### config.mk
export PLATFORM = sky130hd
export DESIGN_NAME = alu_share_arbiter
export DESIGN_NICKNAME = d
export VERILOG_FILES = /design/src/rtl/alu_share_arbiter.sv
export SDC_FILE = /design/constraint.sdc
export NUM_CORES = 1
export LEC_CHECK = 0
export ABC_AREA = 1
export CELL_PAD_IN_SITES_DETAIL_PLACEMENT = 2
export CELL_PAD_IN_SITES_GLOBAL_PLACEMENT = 2
export CORE_ASPECT_RATIO = 1.1
export CORE_MARGIN = 2
export CORE_UTILIZATION = 29
export CTS_BUF_LIST = sky130_fd_sc_hd__clkbuf_2
export CTS_CLUSTER_DIAMETER = 80
export CTS_CLUSTER_SIZE = 40
export DETAILED_ROUTE_END_ITERATION = 16
export GPL_ROUTABILITY_DRIVEN = 0
export GPL_TIMING_DRIVEN = 0
export HOLD_SLACK_MARGIN = 0.1
export PLACE_DENSITY_LB_ADDON = 0.1
export SLEW_MARGIN = 20
export SYNTH_ARGS = -nofsm -noshare
export SYNTH_HDL_FRONTEND = slang
export SYNTH_SLANG_ARGS = --single-unit
### constraint.sdc
create_clock -name clk -period 5.1 [get_ports clk]
set_input_delay 0.765 -clock clk [delete_from_list [all_inputs] [get_ports clk]]
set_output_delay 0.765 -clock clk [all_outputs]
set_load 0.03 [all_outputs]
### src/rtl/alu_share_arbiter.sv
// Two-port round-robin arbiter sharing one combinational ALU.
// Single-entry registered result buffer with valid/ready on both sides.
package CorePack;
    typedef logic [63:0] data_t;

    typedef enum logic [3:0] {
        ADD  = 4'd0,
        SUB  = 4'd1,
        SLL  = 4'd2,
        SLT  = 4'd3,
        SLTU = 4'd4,
        XOR  = 4'd5,
        SRL  = 4'd6,
        SRA  = 4'd7,
        OR   = 4'd8,
        AND  = 4'd9,
        ADDW = 4'd10,
        SUBW = 4'd11,
        SLLW = 4'd12,
        SRLW = 4'd13,
        SRAW = 4'd14
    } alu_op_enum;
endpackage

module alu_share_arbiter
    import CorePack::*;
#(
    parameter int N_REQ = 2,
    parameter int TAG_W = 4
) (
    input  logic                              clk,
    input  logic                              rstn,
    input  logic [N_REQ-1:0]                  req_valid,
    output logic [N_REQ-1:0]                  req_ready,
    input  data_t [N_REQ-1:0]                 req_a,
    input  data_t [N_REQ-1:0]                 req_b,
    input  alu_op_enum [N_REQ-1:0]            req_op,
    input  logic [N_REQ-1:0][TAG_W-1:0]       req_tag,
    output logic [N_REQ-1:0]                  rsp_valid,
    input  logic [N_REQ-1:0]                  rsp_ready,
    output data_t                             rsp_res,
    output logic [TAG_W-1:0]                  rsp_tag,
    output logic                              busy
);

    typedef enum logic {
        IDLE = 1'b0,
        HOLD = 1'b1
    } state_e;

    state_e            state_q;
    logic              owner_q;
    logic              rr_ptr_q;
    data_t             res_q;
    logic [TAG_W-1:0]  tag_q;

    logic              acc;
    logic              any_req;
    logic              gnt;
    data_t             alu_res;

    function automatic data_t sext32(input logic [31:0] x);
        return {{32{x[31]}}, x};
    endfunction

    function automatic data_t alu(input data_t a,
                                  input data_t b,
                                  input alu_op_enum op);
        logic [31:0] w;
        data_t       r;
        w = 32'd0;
        r = 64'd0;
        case (op)
            ADD:  r = a + b;
            SUB:  r = a - b;
            SLL:  r = a << b[5:0];
            SLT:  r = {63'd0, $signed(a) < $signed(b)};
            SLTU: r = {63'd0, a < b};
            XOR:  r = a ^ b;
            SRL:  r = a >> b[5:0];
            SRA:  r = $signed(a) >>> b[5:0];
            OR:   r = a | b;
            AND:  r = a & b;
            ADDW: begin
                w = a[31:0] + b[31:0];
                r = sext32(w);
            end
            SUBW: begin
                w = a[31:0] - b[31:0];
                r = sext32(w);
            end
            SLLW: begin
                w = a[31:0] << b[4:0];
                r = sext32(w);
            end
            SRLW: begin
                w = a[31:0] >> b[4:0];
                r = sext32(w);
            end
            SRAW: begin
                w = $signed(a[31:0]) >>> b[4:0];
                r = sext32(w);
            end
            default: r = 64'd0;
        endcase
        return r;
    endfunction

    // Accept when empty, or when the owner drains in this same cycle.
    always_comb begin
        acc     = (state_q == IDLE) |
                  ((state_q == HOLD) & rsp_ready[owner_q]);
        any_req = |req_valid;
        gnt     = 1'b0;
        case (req_valid)
            2'b01:   gnt = 1'b0;
            2'b10:   gnt = 1'b1;
            2'b11:   gnt = rr_ptr_q;
            default: gnt = 1'b0;
        endcase
        req_ready = 2'b00;
        if (acc && any_req) begin
            req_ready = gnt ? 2'b10 : 2'b01;
        end
        alu_res = alu(req_a[gnt], req_b[gnt], req_op[gnt]);
    end

    // Result-buffer FSM: capture on accept, release on owner drain.
    always_ff @(posedge clk or negedge rstn) begin
        if (!rstn) begin
            state_q  <= IDLE;
            owner_q  <= 1'b0;
            rr_ptr_q <= 1'b0;
            res_q    <= 64'd0;
            tag_q    <= '0;
        end else if (acc && any_req) begin
            state_q  <= HOLD;
            owner_q  <= gnt;
            rr_ptr_q <= ~gnt;
            res_q    <= alu_res;
            tag_q    <= req_tag[gnt];
        end else if (state_q == HOLD && rsp_ready[owner_q]) begin
            state_q  <= IDLE;
        end
    end

    // Response side is a pure decode of the held state.
    always_comb begin
        rsp_valid = 2'b00;
        if (state_q == HOLD) begin
            rsp_valid = owner_q ? 2'b10 : 2'b01;
        end
        rsp_res = res_q;
        rsp_tag = tag_q;
        busy    = (state_q == HOLD);
    end

endmodule
==> flow_metrics.tcl <==
set metrics [dict create \
    status "complete, but fails checks" \
    violations "negative setup slack" \
    grt_use_total 0.5020 \
    nNetsFinal 6252 \
    clockBufferDepth 2 \
    antenna_left 0 \
    avgSynthCellArea_um2 5.084 \
    fp.dieW_um 297.2 \
    cp-start-kind "flop" \
    start_util 0.2921 \
    drv_cap 0 \
    antenna_found_initial 34 \
    wl_um 252800 \
    coreArea_um2 93900 \
    path_delay_family "simple AND/OR/NAND/NOR gates" \
    cp.arrival_ns 5.96 \
    vias 45314 \
    leakage_nw 16.50 \
    numPlacedInstances 7007 \
    tightest_slew_ns 1.256 \
    startpoint "rr_ptr_q$_DFFE_PN0P_" \
    h-tree-depth 3 \
    drcViolationCount 0 \
    grt_max_degree 49 \
    fin_ws_ns -0.3282 \
    crit_slowest_cell "nor2_2" \
    yosys.cell_count.top_type "nand2_1" \
    grt-ovfl-total 0 \
    cts_tree "built" \
    drt_iter0_markers 5489 \
    p_per_area_nw_per_um2 487.5 \
    fmax_ghz 0.1842 \
    hpwl_um 208600 \
    synth_area_leaders "nand2_1 (21%), nand3_1 (17%), ha_1 (8.7%), inv_1 (8.6%), o21ai_0 (7.0%)" \
    yosysWarnings 0 \
    yosysUniqueCellTypes 55 \
    syn_nets 5866 \
    crit_buf_inv 5 \
    seq_area_frac_synth 0.06477 \
    reg2regPathDepth 16 \
    grt_pass1_wl_um 346500 \
    area_growth_pct 27.01 \
    synth_ff_type "dfrtp_1" \
    final_max_slew_viol_count 0 \
    fp.dieArea_um2 97070 \
    vias_per_cell 6.415 \
    synth-edff-count 0 \
    port_buffers 350 \
    fill_cells 12389 \
    max_stage_delay_ns 0.85 \
    critPathKind "reg -> reg" \
    hold_depth 2 \
    r2r-start "rr_ptr_q$_DFFE_PN0P_" \
    worstSkewPairLatency_ns 0.62 \
    synth-seq-cells 71 \
    rsz0062_at_grt "yes" \
    synth_top_area_share 0.2143 \
    synthCells 5395 \
    numCtsBuffers 9 \
    worstPathMaxFanout 10 \
    async_flop_share 1.000 \
    cts-root-buf "clkbuf_2" \
    syn_area_um2 27430 \
    period_needed_ns 5.428 \
    drive_above_1_share 0.1013 \
    grt_pass1_vias 45733 \
    final-hold-violation-count 0 \
    crit_top_cell "nand2_1" \
    finalSetupViolCount 22 \
    clock_sinks 71 \
    endpoint_kind "flop" \
    cp.required_ns 5.63 \
    fin_util 0.3710 \
    path_cells "clkinvlp_4, buf_12, buf_4, a21oi_4, or2_2, o21ai_4, inv_2, nor2_2, clkbuf_1, nand2_1, nand3_1, nand4_1, a21oi_1, o21ai_1, nand2_1, nand2_1" \
    clk_pin_slew_worst_paths_ns 0.25 \
    ios 351 \
    rows 118 \
    synth_top_cell_by_area "nand2_1" \
    min-delay-path-class "reg -> reg" \
    worst-path-stages 16 \
    dr.pass1.iters 6 \
    netlist_top_cells_count "nand2_1 (1,566), nand3_1 (908), inv_1 (631)" \
    wl_per_cell_um 35.79 \
    vdd_drop_max_mv 0.1736 \
    slew_headroom 0.1628 \
    fin_cells 7064 \
    hold_start "rsp_res[47]$_DFFE_PN0P_" \
    die_h_um 326.6 \
    fin_crit_sh 1.064 \
    skew_ns 0.02057 \
]
## layer usage
| metal | wire length (um) | share of wire | GRT usage | vias up |
|---|---|---|---|---|
| met2 | 102500 | 0.41 | 0.7289 | 3256 |
| met1 | 89600 | 0.35 | 0.5554 | 22188 |
| met5 | 178 | 0.00070 | 0.001458 | - |
| met3 | 30810 | 0.12 | 0.2042 | 1270 |
| li1 | - | - | - | 18576 |
| met4 | 29730 | 0.12 | 0.4715 | 24 |
## metrics by stage
step                      setup TNS [ns]  power (mW)  setup WS [ns]  area (um^2)  hold WS [ns]
after floorplan                        0       7.991         0.8566        27430        0.4694
after global placement           -212.24       13.87         -4.132        32510        0.4647
after detailed placement         -195.10       14.21         -3.819        32550        0.4731
after CTS                       -0.05431       15.26       -0.03608        33760        0.5173
after global routing             -0.6134       17.27        -0.2194        34800        0.5388
final                             -1.775       16.98        -0.3282        34840        0.5223
## worst paths after layout
path	slack, ns	endpoint
setup / recovery	-0.33	rsp_res[15]$_DFFE_PN0P_
hold / removal	0.52	rsp_res[47]$_DFFE_PN0P_
max in group asynchronous	3.92	rsp_tag[3]$_DFFE_PN0P_
min in group asynchronous	0.56	rsp_res[27]$_DFFE_PN0P_
setup reg to reg	-0.33	rsp_res[15]$_DFFE_PN0P_
hold reg to reg	0.52	rsp_res[47]$_DFFE_PN0P_
## area by class of cell
class | instances | area, um^2 | share of cell area
Buffer | 244 | 1534 | 0.04403
Clock buffer | 9 | 45.04 | 0.001293
Sequential cell | 71 | 1777 | 0.05100
Inverter | 642 | 2426 | 0.06964
Timing Repair Buffer | 411 | 4019 | 0.1154
Tap cell | 1260 | 1577 | 0.04525
Antenna cell | 18 | 45.04 | 0.001293
Clock inverter | 7 | 126.4 | 0.003627
Multi-Input combinational cell | 4402 | 23290 | 0.6685
## flip-flops by register name, summed over array words and instances (netlist names)
signal / count
busy: 1
owner_q: 1
rr_ptr_q: 1
rsp_res: 64
rsp_tag: 4
## worst reg2reg max path, delay by kind of cell, from the launching register on
family                 cells  cell delay (ns)
AOI/OAI and AO/OA          4             1.18
and+or+nand+nor            7             2.26
buffers and inverters      5             1.45
DFF                        1             0.46
## what timing repair did
item,in CTS,in global routing
cloned,0,2
hold endpoints to repair,23,0
pin swaps,28,41
setup buffers,36,20
hold buffers,1,0
resized for setup,277,267
setup endpoints to repair,65,59
## power by group
group / internal [mW] / total, mW / switching [mW]
registers: 0.805 / 0.961 / 0.156
clock network: 0.218 / 0.481 / 0.263
logic: 3.89 / 15.5 / 11.6
total: 4.92 / 17.0 / 12.1
## kinds of logic after synthesis
family,share of synthesized area
buffers and inverters,0.1364
flip-flops,0.06477
adder cells (fa/ha/maj),0.08858
AND/OR/NAND/NOR,0.4982
XOR/XNOR,0.006705
AO/OA/AOI/OAI,0.2050
multiplexers,0.0003649
## cells in the final DEF (no fill, tap or decap), types with 27 or more instances in the layout
cell	n
o211ai_1	36
dfrtp_1	71
nor2_2	44
nand3b_1	56
buf_2	74
nand2_1	1512
nand3_1	883
inv_1	621
a21oi_1	339
ha_1	156
buf_1	31
o21ai_0	307
nand4_1	52
o21ai_2	47
buf_4	78
ha_2	27
nor2_1	419
clkbuf_1	63
nand2_2	56
clkdlybuf4s50_1	348
o21ai_1	80
o22ai_1	38
nor3_1	27
Note: power is estimated with default switching activity, not from simulation.
